## config.mk

```make
export PLATFORM = sky130hd
export DESIGN_NAME = vga_timing_gen
export DESIGN_NICKNAME = d
export VERILOG_FILES = /design/src/rtl/vga_timing_pkg.sv /design/src/rtl/vga_axis_counter.sv /design/src/rtl/vga_timing_gen.sv
export SDC_FILE = /design/constraint.sdc
export NUM_CORES = 1
export LEC_CHECK = 0
export ABC_AREA = 1
export BUFFER_PORTS_ARGS = -buffer_cell sky130_fd_sc_hd__buf_2
export CAP_MARGIN = 20
export CORE_UTILIZATION = 30
export CTS_BUF_LIST = sky130_fd_sc_hd__clkbuf_8
export CTS_CLUSTER_SIZE = 25
export DETAILED_ROUTE_END_ITERATION = 10
export GPL_TIMING_DRIVEN = 1
export PLACE_DENSITY = 0.46
export SYNTH_ARGS = -nofsm -noshare
export SYNTH_HDL_FRONTEND = slang
export SYNTH_HIERARCHICAL = 1
export SYNTH_SLANG_ARGS = --single-unit
```

## constraint.sdc

```tcl
create_clock -name clk_pixel -period 6.3 [get_ports clk_pixel]
set_input_delay 0.945 -clock clk_pixel [delete_from_list [all_inputs] [get_ports clk_pixel]]
set_output_delay 0.945 -clock clk_pixel [all_outputs]
set_load 0.01 [all_outputs]
```

## src/rtl/vga_timing_pkg.sv

```systemverilog
// Shared raster timing definitions: per-axis timing bundle, standard
// mode constant sets, axis segment encoding and counter width helpers.
package vga_timing_pkg;

  typedef struct packed {
    int active;
    int front;
    int sync;
    int back;
    int pol;
  } axis_timing_t;

  typedef enum logic [1:0] {
    SEG_ACTIVE,
    SEG_FRONT,
    SEG_SYNC,
    SEG_BACK
  } segment_e;

  localparam axis_timing_t SVGA_800x600_40M_H = '{
    active: 800, front: 40, sync: 128, back: 88, pol: 1
  };
  localparam axis_timing_t SVGA_800x600_40M_V = '{
    active: 600, front: 1, sync: 4, back: 23, pol: 1
  };

  localparam axis_timing_t VGA_640x480_25M_H = '{
    active: 640, front: 16, sync: 96, back: 48, pol: 0
  };
  localparam axis_timing_t VGA_640x480_25M_V = '{
    active: 480, front: 10, sync: 2, back: 33, pol: 0
  };

  function automatic int axis_total(input axis_timing_t t);
    return t.active + t.front + t.sync + t.back;
  endfunction

  // Bits needed to hold 0..total-1.
  function automatic int min_cw(input int total);
    if (total <= 2) return 1;
    return $clog2(total);
  endfunction

endpackage

```

## src/rtl/vga_axis_counter.sv

```systemverilog
// One raster axis: position counter with wrap chaining plus segment decode.
// Ports: clk, reset, en, wrap_in -> pos, wrap_out, blank, sync_region.
module vga_axis_counter
  import vga_timing_pkg::*;
#(
  parameter int ACTIVE = 800,
  parameter int FRONT  = 40,
  parameter int SYNC   = 128,
  parameter int BACK   = 88,
  parameter int CW     = 12,
  parameter int START  = 0
) (
  input  logic          clk,
  input  logic          reset,
  input  logic          en,
  input  logic          wrap_in,
  output logic [CW-1:0] pos,
  output logic          wrap_out,
  output logic          blank,
  output logic          sync_region
);

  localparam int TOTAL = ACTIVE + FRONT + SYNC + BACK;

  localparam logic [CW-1:0] LAST      = CW'(TOTAL - 1);
  localparam logic [CW-1:0] HOME      = CW'(START);
  localparam logic [CW-1:0] ACT_END   = CW'(ACTIVE);
  localparam logic [CW-1:0] SYNC_FIRST = CW'(ACTIVE + FRONT);
  // Inclusive upper bound so a sync ending at TOTAL cannot overflow CW.
  localparam logic [CW-1:0] SYNC_LAST = CW'(ACTIVE + FRONT + SYNC - 1);

  segment_e seg;
  logic     at_last;

  if (START < 0 || START >= TOTAL) begin : g_err_start
    $error("vga_axis_counter: START outside 0..TOTAL-1");
  end

  assign at_last  = (pos == LAST);
  assign wrap_out = wrap_in & at_last;

  // wrap_in doubles as the step request: the lower axis steps on every
  // enabled edge, the upper axis only when the lower one wraps.
  always_ff @(posedge clk) begin
    if (reset) begin
      pos <= HOME;
    end else if (en & wrap_in) begin
      pos <= at_last ? '0 : pos + CW'(1);
    end
  end

  always_comb begin
    seg = SEG_BACK;
    if (pos < ACT_END) begin
      seg = SEG_ACTIVE;
    end else if (pos < SYNC_FIRST) begin
      seg = SEG_FRONT;
    end else if (pos <= SYNC_LAST) begin
      seg = SEG_SYNC;
    end
  end

  assign blank       = (seg != SEG_ACTIVE);
  assign sync_region = (seg == SEG_SYNC);

endmodule

```

## src/rtl/vga_timing_gen.sv

```systemverilog
// Parametrised raster timing generator with data enable, strobes and a
// look-ahead fetch coordinate running FETCH_LEAD pixels ahead of display.
// Ports: clk_pixel, reset, enable -> hsync, vsync, hblank, vblank, de,
//        x, y, line_start, frame_start, fetch_valid, fetch_x, fetch_y.
module vga_timing_gen
  import vga_timing_pkg::*;
#(
  parameter int H_ACTIVE   = SVGA_800x600_40M_H.active,
  parameter int H_FRONT    = SVGA_800x600_40M_H.front,
  parameter int H_SYNC     = SVGA_800x600_40M_H.sync,
  parameter int H_BACK     = SVGA_800x600_40M_H.back,
  parameter int V_ACTIVE   = SVGA_800x600_40M_V.active,
  parameter int V_FRONT    = SVGA_800x600_40M_V.front,
  parameter int V_SYNC     = SVGA_800x600_40M_V.sync,
  parameter int V_BACK     = SVGA_800x600_40M_V.back,
  parameter int H_SYNC_POL = SVGA_800x600_40M_H.pol,
  parameter int V_SYNC_POL = SVGA_800x600_40M_V.pol,
  parameter int CW         = 12,
  parameter int FETCH_LEAD = 2
) (
  input  logic          clk_pixel,
  input  logic          reset,
  input  logic          enable,
  output logic          hsync,
  output logic          vsync,
  output logic          hblank,
  output logic          vblank,
  output logic          de,
  output logic [CW-1:0] x,
  output logic [CW-1:0] y,
  output logic          line_start,
  output logic          frame_start,
  output logic          fetch_valid,
  output logic [CW-1:0] fetch_x,
  output logic [CW-1:0] fetch_y
);

  localparam int H_TOTAL = H_ACTIVE + H_FRONT + H_SYNC + H_BACK;
  localparam int V_TOTAL = V_ACTIVE + V_FRONT + V_SYNC + V_BACK;
  localparam int H_BLANK = H_FRONT + H_SYNC + H_BACK;

  localparam logic HS_ON  = (H_SYNC_POL != 0);
  localparam logic VS_ON  = (V_SYNC_POL != 0);
  localparam logic HS_OFF = ~HS_ON;
  localparam logic VS_OFF = ~VS_ON;

  if (H_SYNC < 1 || V_SYNC < 1) begin : g_err_sync
    $error("vga_timing_gen: sync pulse widths must be nonzero");
  end
  if (CW < min_cw(H_TOTAL) || CW < min_cw(V_TOTAL)) begin : g_err_cw
    $error("vga_timing_gen: CW too narrow for H_TOTAL/V_TOTAL");
  end
  if (FETCH_LEAD < 0 || FETCH_LEAD > H_BLANK) begin : g_err_lead
    $error("vga_timing_gen: FETCH_LEAD outside 0..H_BLANK");
  end

  logic [CW-1:0] col;
  logic [CW-1:0] line;
  logic [CW-1:0] fcol;
  logic [CW-1:0] fline;
  logic          col_wrap;
  logic          fcol_wrap;
  logic          line_wrap;
  logic          fline_wrap;
  logic          col_blank;
  logic          line_blank;
  logic          fcol_blank;
  logic          fline_blank;
  logic          col_sync;
  logic          line_sync;
  logic          fcol_sync;
  logic          fline_sync;

  // Display position.
  vga_axis_counter #(
    .ACTIVE (H_ACTIVE),
    .FRONT  (H_FRONT),
    .SYNC   (H_SYNC),
    .BACK   (H_BACK),
    .CW     (CW),
    .START  (0)
  ) u_col (
    .clk         (clk_pixel),
    .reset       (reset),
    .en          (enable),
    .wrap_in     (1'b1),
    .pos         (col),
    .wrap_out    (col_wrap),
    .blank       (col_blank),
    .sync_region (col_sync)
  );

  vga_axis_counter #(
    .ACTIVE (V_ACTIVE),
    .FRONT  (V_FRONT),
    .SYNC   (V_SYNC),
    .BACK   (V_BACK),
    .CW     (CW),
    .START  (0)
  ) u_line (
    .clk         (clk_pixel),
    .reset       (reset),
    .en          (enable),
    .wrap_in     (col_wrap),
    .pos         (line),
    .wrap_out    (line_wrap),
    .blank       (line_blank),
    .sync_region (line_sync)
  );

  // Fetch position: same raster, preset FETCH_LEAD pixels ahead. The lead
  // never exceeds the horizontal blanking, so the preset stays on line 0.
  vga_axis_counter #(
    .ACTIVE (H_ACTIVE),
    .FRONT  (H_FRONT),
    .SYNC   (H_SYNC),
    .BACK   (H_BACK),
    .CW     (CW),
    .START  (FETCH_LEAD)
  ) u_fcol (
    .clk         (clk_pixel),
    .reset       (reset),
    .en          (enable),
    .wrap_in     (1'b1),
    .pos         (fcol),
    .wrap_out    (fcol_wrap),
    .blank       (fcol_blank),
    .sync_region (fcol_sync)
  );

  vga_axis_counter #(
    .ACTIVE (V_ACTIVE),
    .FRONT  (V_FRONT),
    .SYNC   (V_SYNC),
    .BACK   (V_BACK),
    .CW     (CW),
    .START  (0)
  ) u_fline (
    .clk         (clk_pixel),
    .reset       (reset),
    .en          (enable),
    .wrap_in     (fcol_wrap),
    .pos         (fline),
    .wrap_out    (fline_wrap),
    .blank       (fline_blank),
    .sync_region (fline_sync)
  );

  logic unused_flags;
  assign unused_flags = &{1'b0, line_wrap, fline_wrap,
                          fcol_sync, fline_sync};

  // Outputs register the counter value of this edge while the counters
  // step past it, so every output lags the counter by one enabled edge.
  always_ff @(posedge clk_pixel) begin
    if (reset) begin
      hsync       <= HS_OFF;
      vsync       <= VS_OFF;
      hblank      <= 1'b1;
      vblank      <= 1'b1;
      de          <= 1'b0;
      x           <= '0;
      y           <= '0;
      line_start  <= 1'b0;
      frame_start <= 1'b0;
      fetch_valid <= 1'b0;
      fetch_x     <= '0;
      fetch_y     <= '0;
    end else if (enable) begin
      hsync       <= col_sync ? HS_ON : HS_OFF;
      vsync       <= line_sync ? VS_ON : VS_OFF;
      hblank      <= col_blank;
      vblank      <= line_blank;
      de          <= ~col_blank & ~line_blank;
      x           <= col;
      y           <= line;
      line_start  <= (col == '0);
      frame_start <= (col == '0) & (line == '0);
      fetch_valid <= ~fcol_blank & ~fline_blank;
      fetch_x     <= fcol;
      fetch_y     <= fline;
    end
  end

endmodule

```

[After elaboration in Yosys (flattened, before gate mapping)]
Index checks and enable logic that the tools add are counted.
Word-level totals
  output and inout bits: 56
  register bits: 104
  logic and storage cells: 71
  bits of input ports: 3
Cells by class
  muxes and demuxes: 18
  add/sub/neg operators: 4
  reductions and logical operators: 6
  bitwise operators: 9
  eq/ne operators: 6
  $lt $le $gt $ge: 12
Operators with widths (count)
  $lt A12 B10 Y1 const B: 8
  $add A12 B1 Y12 const B: 4
  $le A12 B10 Y1 const B: 4
  $mux W12: 4
  $eq A12 B10 Y1 const B: 2
  $eq A12 B11 Y1 const B: 2
  $logic_not A12 Y1: 2
  $mux W2: 8
  $reduce_bool A2 Y1: 4
  $mux W1: 6
  $and A1 B1 Y1: 5
  $eq A2 B2 Y1 const B: 2
  $not A1 Y1: 4

[Logic depth before layout (Yosys ltp)]
Gate-level depths: netlist of the first run.
  depth after elaboration: 7
  gate-level depth with buffers: 11

[Hierarchy]
Netlist of the first run, hierarchy kept.
Modules (own cells, without submodules)
  vga_timing_gen: times used 1, sequential area each 1121.1 sq um, cells each 266, area an instance 2035.7 sq um
  vga_axis_counter at u_fline ...: times used 2, sequential area each 240.2 sq um, cells each 115, area an instance 755.7 sq um
  vga_axis_counter at u_col: times used 1, sequential area each 240.2 sq um, cells each 103, area an instance 703.2 sq um
  vga_axis_counter at u_fcol: times used 1, sequential area each 240.2 sq um, cells each 103, area an instance 696.9 sq um

[Worst setup path after synthesis of the first run]
OpenSTA, ideal clock, no wires.
  path type: register -> register
  start point: reg u_fcol.pos[0]
  end point: reg u_fline.pos[4]
  arrival: 1941 ps
  slack: 4243 ps
  stages on the path, launching flop included: 12
  buffers on the path: 0
  library setup time: 116 ps
  cells stage by stage: dfxtp_1 ha_1 nand2_1 nor2_4 inv_2 nor3b_1 nand2_4 inv_1 nand2_1 nor2_1 xor2_1 nor2_1
On the way
  longest elaborated chain between the ends: 2
Ends and longest elaborated chain
  start, declared: line vga_axis_counter.sv:17  | output logic [CW-1:0] pos,
  start signal, assigned: line vga_axis_counter.sv:48  | pos <= at_last ? '0 : pos + CW'(1);
  $eq A12 B11 Y1: line vga_axis_counter.sv:39  | assign at_last = (pos == LAST);
  net fcol_wrap: line vga_timing_gen.sv:62  | logic fcol_wrap;
  $and A1 B1 Y1: line vga_axis_counter.sv:47  | end else if (en & wrap_in) begin
  end signal, assigned: line vga_axis_counter.sv:48
  end, declared: line vga_axis_counter.sv:17
The timed path passes the listed nets, and every way through them passes these cells.
A chain may end at the register's enable or synchronous reset.

[Worst setup path in the final report of the first run]
  start point: reg u_col.pos[0]
  end point: reg u_line.pos[4]
On the way
  longest elaborated chain between the ends: 2
Ends and longest elaborated chain
  start, declared: line vga_axis_counter.sv:17
  start signal, assigned: line vga_axis_counter.sv:48
  $eq A12 B11 Y1: line vga_axis_counter.sv:39
  net col_wrap: line vga_timing_gen.sv:61  | logic col_wrap;
  $and A1 B1 Y1: line vga_axis_counter.sv:47
  end signal, assigned: line vga_axis_counter.sv:48
  end, declared: line vga_axis_counter.sv:17
The timed path passes the listed nets, and every way through them passes these cells.

==> flow_metrics.tcl, run 1 <==
set metrics [dict create \
    hold_start "line_start$_SDFFE_PP0P_" \
    grtUsageTotal_pct 15.4 \
    vias_per_cell 4.55 \
    n_fill_cell 1758 \
    setup_viol 0 \
    synth.cell_area_um2 4870 \
    post-cts-setup-buffers 0 \
    cts_root_buf "clkbuf_8" \
    rows 46 \
    postSynthAreaPerCell_um2 7.11 \
    firstDrtPassIters 4 \
    layout_commonest_cell "nor2_1" \
    drt-met1-wl_mm 5.93 \
    required_ns 6.58 \
    grt_pass1_vias 4180 \
    antenna_left 0 \
    finalWorstSetupSlack_ns 3.86 \
    fmax_ghz 0.410 \
    grt_max_degree 68 \
    crit_arrival_ns 2.72 \
    rsz0062_at_grt "false" \
    n_antenna_cell 0 \
    hold_end "line_start$_SDFFE_PP0P_" \
    hold_class "reg2reg" \
    place.gp.congestion 0.841 \
    dp_slack_ns 3.43 \
    h-tree-depth 3 \
    port_buffers 58 \
    yosys_warnings 6 \
    ir_drop_mv 0.111 \
    top_layer "met4" \
    rr_endpoint "u_line/pos[4]$_SDFFE_PP0P_" \
    route.detailed.drc 0 \
    clock_path_buffers 2 \
    initial_utilization_pct 30.6 \
    r2r_setup_slack_ns 3.86 \
    post-route-min-period_ns 2.44 \
    tns_ns 0 \
    tightest_slew_ns 0.874 \
    fin_skew_ns 0.0162 \
    crit_path_end_kind "register" \
    grt_pass1_wl_mm 20.3 \
    drive_gt1_share_pct 15.1 \
    cts_tree "built" \
    wl_per_cell_um 12.5 \
    hold_viol 0 \
    vias 4389 \
    path_clk_slew_ns 0.10 \
    cp-start-kind "register" \
    clkSinkCount 104 \
    cts_resized 0 \
    fin_nets 753 \
    holdPathStages 2 \
    maxSlewViolCount 0 \
    power.leakage_uw 0.00245 \
    outcome "finished clean" \
    wl_met2_mm 5.54 \
    clkLatencyLatePin_ns 0.39 \
    regArea_um2 2080 \
    layout-area-overhead-vs-synth_pct 14.6 \
    fin_crit_sh_pct 38.7 \
    antenna_found_initial 0 \
    ios 59 \
    cts_hold_buf 0 \
    core_region_area_um2 15900 \
    syn_inst 685 \
    met3_wirelength_um 483 \
    first_iter_violations 213 \
    dieArea_um2 16700 \
    final_cell_mix "186 x nor2_1, 104 x dfxtp_1, 100 x nand2_1" \
    dp_hpwl_mm 8.32 \
    cts_buffers 9 \
    path_class "reg2reg" \
    dieHeight_um 129 \
    p_per_area_nw_per_um2 224 \
    whs_ns 0.474 \
    worst-path-max-fanout 10 \
    wirelength_mm 12.1 \
    grt-ovfl-total 0 \
    r2r_cells 11 \
    die_x_um 129 \
    max-slew-margin-rel_pct 41.7 \
    multi_input_area_um2 2430 \
    maxCapViolCount 0 \
    r2r-start "u_col/pos[0]$_SDFFE_PP0P_" \
]
-- critical path, cell delays in order (launching register included) --
cell	delay, ns
dfxtp_1	0.43
ha_1	0.21
nand2_1	0.11
nor2_4	0.14
inv_2	0.06
nor3b_1	0.53
nand2_4	0.20
inv_1	0.19
nand2_1	0.11
nor2_1	0.12
xor2_1	0.17
nor2_1	0.06
-- flip-flops by register name, indices dropped and copies added, names as in the netlist, 12 cells and up --
signal	cells
fetch_x	12
fetch_y	12
y	12
u_line/pos	12
u_fline/pos	12
x	12
u_col/pos	12
u_fcol/pos	12
-- power by group --
| group | internal, uW | switching, uW | total [uW] |
|---|---|---|---|
| combinational | 32.1 | 62.0 | 94.1 |
| sequential | 678 | 11.6 | 690 |
| clock | 233 | 234 | 467 |
-- metrics by stage --
step	util (%)	std cells	power, uW	instance area, um^2
detailed placement	33.7	948	802	5360
finish	35.1	964	1250	5580
global route	35.1	964	1320	5580
floorplan	-	688	764	4880
global placement	33.7	948	800	5360
CTS	35.1	964	1280	5580
-- area by class of cell --
class / instances / share of cell area, %
clock buffers: 10 / 2.47
flip-flops and latches: 104 / 37.3
well taps: 216 / 4.85
inverters: 71 / 4.78
clock inverters: 6 / 1.50
multi-input cells: 497 / 43.6
repair buffers: 60 / 5.47
-- worst max-delay path by stage --
stage | startpoint | end | slack, ns | depth (start not counted)
detailed placement | enable | vblank$_SDFFE_PP1P_ | 3.43 | 6
finish | u_col/pos[0]$_SDFFE_PP0P_ | u_line/pos[4]$_SDFFE_PP0P_ | 3.86 | 11
CTS | u_col/pos[0]$_SDFFE_PP0P_ | u_line/pos[4]$_SDFFE_PP0P_ | 3.82 | 11
floorplan | u_fcol/pos[0]$_SDFFE_PP0P_ | u_fline/pos[4]$_SDFFE_PP0P_ | 4.31 | 11
global placement | enable | vblank$_SDFFE_PP1P_ | 3.48 | 6
global route | u_col/pos[0]$_SDFFE_PP0P_ | u_line/pos[4]$_SDFFE_PP0P_ | 3.61 | 11
-- per-layer routing --
metal	vias to the layer above	global-route usage, %
met5	-	0
li1	2294	-
met3	9	3.96
met2	72	25.7
met4	0	3.94
met1	2014	19.9
No activity file was read; power rests on OpenSTA's default activity.
==> inputs of run 2 (changes only) <==
Settings changed: PLACE_DENSITY 0.46 to 0.47.
Clock period 6.3 ns to 2.2 ns, I/O delays scaled along.
==> run 2 against run 1 <==
Effect of this change:
- critical path type unchanged
- utilization increased by 0.46 points
- flip-flop and latch count unchanged
- highest routed layer unchanged
- die area unchanged
- global-route usage increased by 0.24 points
- largest cell class unchanged
==> flow_metrics.tcl, run 2 (synthesized netlist as in run 1, its figures left out) <==
set metrics [dict create \
    outcome "finished clean" \
    place.gp.congestion 0.881 \
    drive_gt1_share_pct 17.0 \
    p_per_area_nw_per_um2 606 \
    wl_per_cell_um 12.6 \
    finalWorstSetupSlack_ns 0.195 \
    instances_no_fill 974 \
    setup_viol 0 \
    cts_resized 0 \
    hold_viol 0 \
    swShare_pct 25.5 \
    initial_utilization_pct 30.6 \
    grt-ovfl-total 0 \
    route.detailed.drc 0 \
    rows 46 \
    clkLatencyLatePin_ns 0.38 \
    core_region_area_um2 15900 \
    tns_ns 0 \
    first_iter_violations 169 \
    wirelength_mm 12.3 \
    dieArea_um2 16700 \
    n_antenna_cell 0 \
    layout_commonest_cell "nor2_1" \
    multi_input_area_um2 2440 \
    p_comb_share_pct 8.3 \
    hold_class "in2reg" \
    fin_nets 763 \
    r2r_cells 12 \
    dp_cells 958 \
    firstDrtPassIters 4 \
    post-cts-setup-buffers 0 \
    dieHeight_um 129 \
    cts_root_buf "clkbuf_8" \
    layout-area-overhead-vs-synth_pct 16.1 \
    post-route-min-period_ns 2.00 \
    grt_pass1_wl_mm 20.5 \
    clock_path_buffers 2 \
    crit_chain "ha_1 -> nand2_1 -> nor2_4 -> inv_2 -> nor3b_1 -> buf_4 -> nand2_4 -> inv_1 -> nand2_1 -> nor2_1 -> xor2_1 -> nor2_1" \
    grt_pass1_vias 4204 \
    maxCapViolCount 0 \
    vias 4368 \
    slowest_stage "dfxtp_2" \
    post-route-util_pct 35.6 \
    required_ns 2.48 \
    holdPathStages 2 \
    grtUsageTotal_pct 15.7 \
    r2r_setup_slack_ns 0.20 \
    grt_max_degree 40 \
    hold_end "frame_start$_SDFFE_PP0P_" \
    path_class "reg2reg" \
    path_clk_slew_ns 0.10 \
    dp_slack_ns 0.0711 \
    dp_hpwl_mm 8.91 \
    cts_buffers 9 \
    cts_hold_buf 0 \
    ir_drop_mv 0.288 \
    ios 59 \
    vias_per_cell 4.48 \
    final_cell_mix "186 x nor2_1, 100 x nand2_1, 100 x dfxtp_1" \
    cts_tree "built" \
    worst-path-max-fanout 10 \
    p_clk_share_pct 34.0 \
    cp-start-kind "register" \
    antenna_left 0 \
    hold_start "reset" \
    crit_path_end_kind "register" \
    antenna_found_initial 0 \
    n_fill_cell 1756 \
    crit_arrival_ns 2.28 \
    cellInternalPower_uw 2550 \
    rsz0062_at_grt "false" \
    pwr-share-seq_pct 57.8 \
    port_buffers 58 \
    maxSlewViolCount 0 \
    r2r-start "u_fcol/pos[0]$_SDFFE_PP0P_" \
    fin_crit_sh_pct 91.1 \
    clkSinkCount 104 \
    die_x_um 129 \
    h-tree-depth 3 \
    power.leakage_uw 0.00249 \
    fin_skew_ns 0.0167 \
    slowest_delay_ns 0.38 \
    regArea_um2 2090 \
    switching_power_uw 871 \
    fmax_ghz 0.499 \
    rr_endpoint "u_fline/pos[4]$_SDFFE_PP0P_" \
]
[run 2: final cells by class]
class	count	area share, %
multi-input combinational	497	43.1
sequential	104	37.0
timing repair buffer	70	6.95
tap	216	4.78
inverter	71	4.72
clock buffer	12	2.92
clock inverter	4	0.509
[run 2: metal layers]
metal  vias up  wire, um  GRT usage, %
met1      1974      5970          19.7
met4         0       212          7.13
met3        14       441          3.55
met5         -         0             0
li1       2312         -             -
met2        68      5630          25.6
[run 2: worst max-delay path: cells and delay by family (launching register included)]
kind / cells / cell delay (ns)
simple gates: 7 / 0.82
flops: 1 / 0.38
buf+inv: 3 / 0.38
fa+ha+maj: 1 / 0.17
xor+xnor: 1 / 0.15
[run 2: worst max-delay path by stage]
stage | startpoint | endpoint | slack, ns
floorplan | u_fcol/pos[0]$_SDFFE_PP0P_ | u_fline/pos[4]$_SDFFE_PP0P_ | 0.21
finish | u_fcol/pos[0]$_SDFFE_PP0P_ | u_fline/pos[4]$_SDFFE_PP0P_ | 0.20
detailed placement | u_col/pos[0]$_SDFFE_PP0P_ | u_line/pos[4]$_SDFFE_PP0P_ | 0.07
CTS | u_col/pos[0]$_SDFFE_PP0P_ | u_line/pos[4]$_SDFFE_PP0P_ | 0.03
global placement | u_col/pos[0]$_SDFFE_PP0P_ | u_line/pos[4]$_SDFFE_PP0P_ | 0.18
global route | u_col/pos[0]$_SDFFE_PP0P_ | u_line/pos[4]$_SDFFE_PP0P_ | 0.01
[run 2: per-stage QoR]
stage                     total power [uW]  cell area (um^2)  hold WS, ns
final                                 3420              5650        0.319
after global routing                  3620              5650        0.335
after detailed placement              2310              5440        0.437
after CTS                             3510              5640        0.307
after global placement                2300              5440        0.442
after floorplan                       2190              4880        0.397
[run 2: power groups by stage]
stage	combinational, uW	clock, uW	sequential [uW]
6_report	283	1160	1980
5_1_grt	328	1300	1990
4_1_cts	289	1240	1980
3_5_place_dp	287	0	2020
3_3_place_gp	286	0	2020
2_1_floorplan	147	0	2040
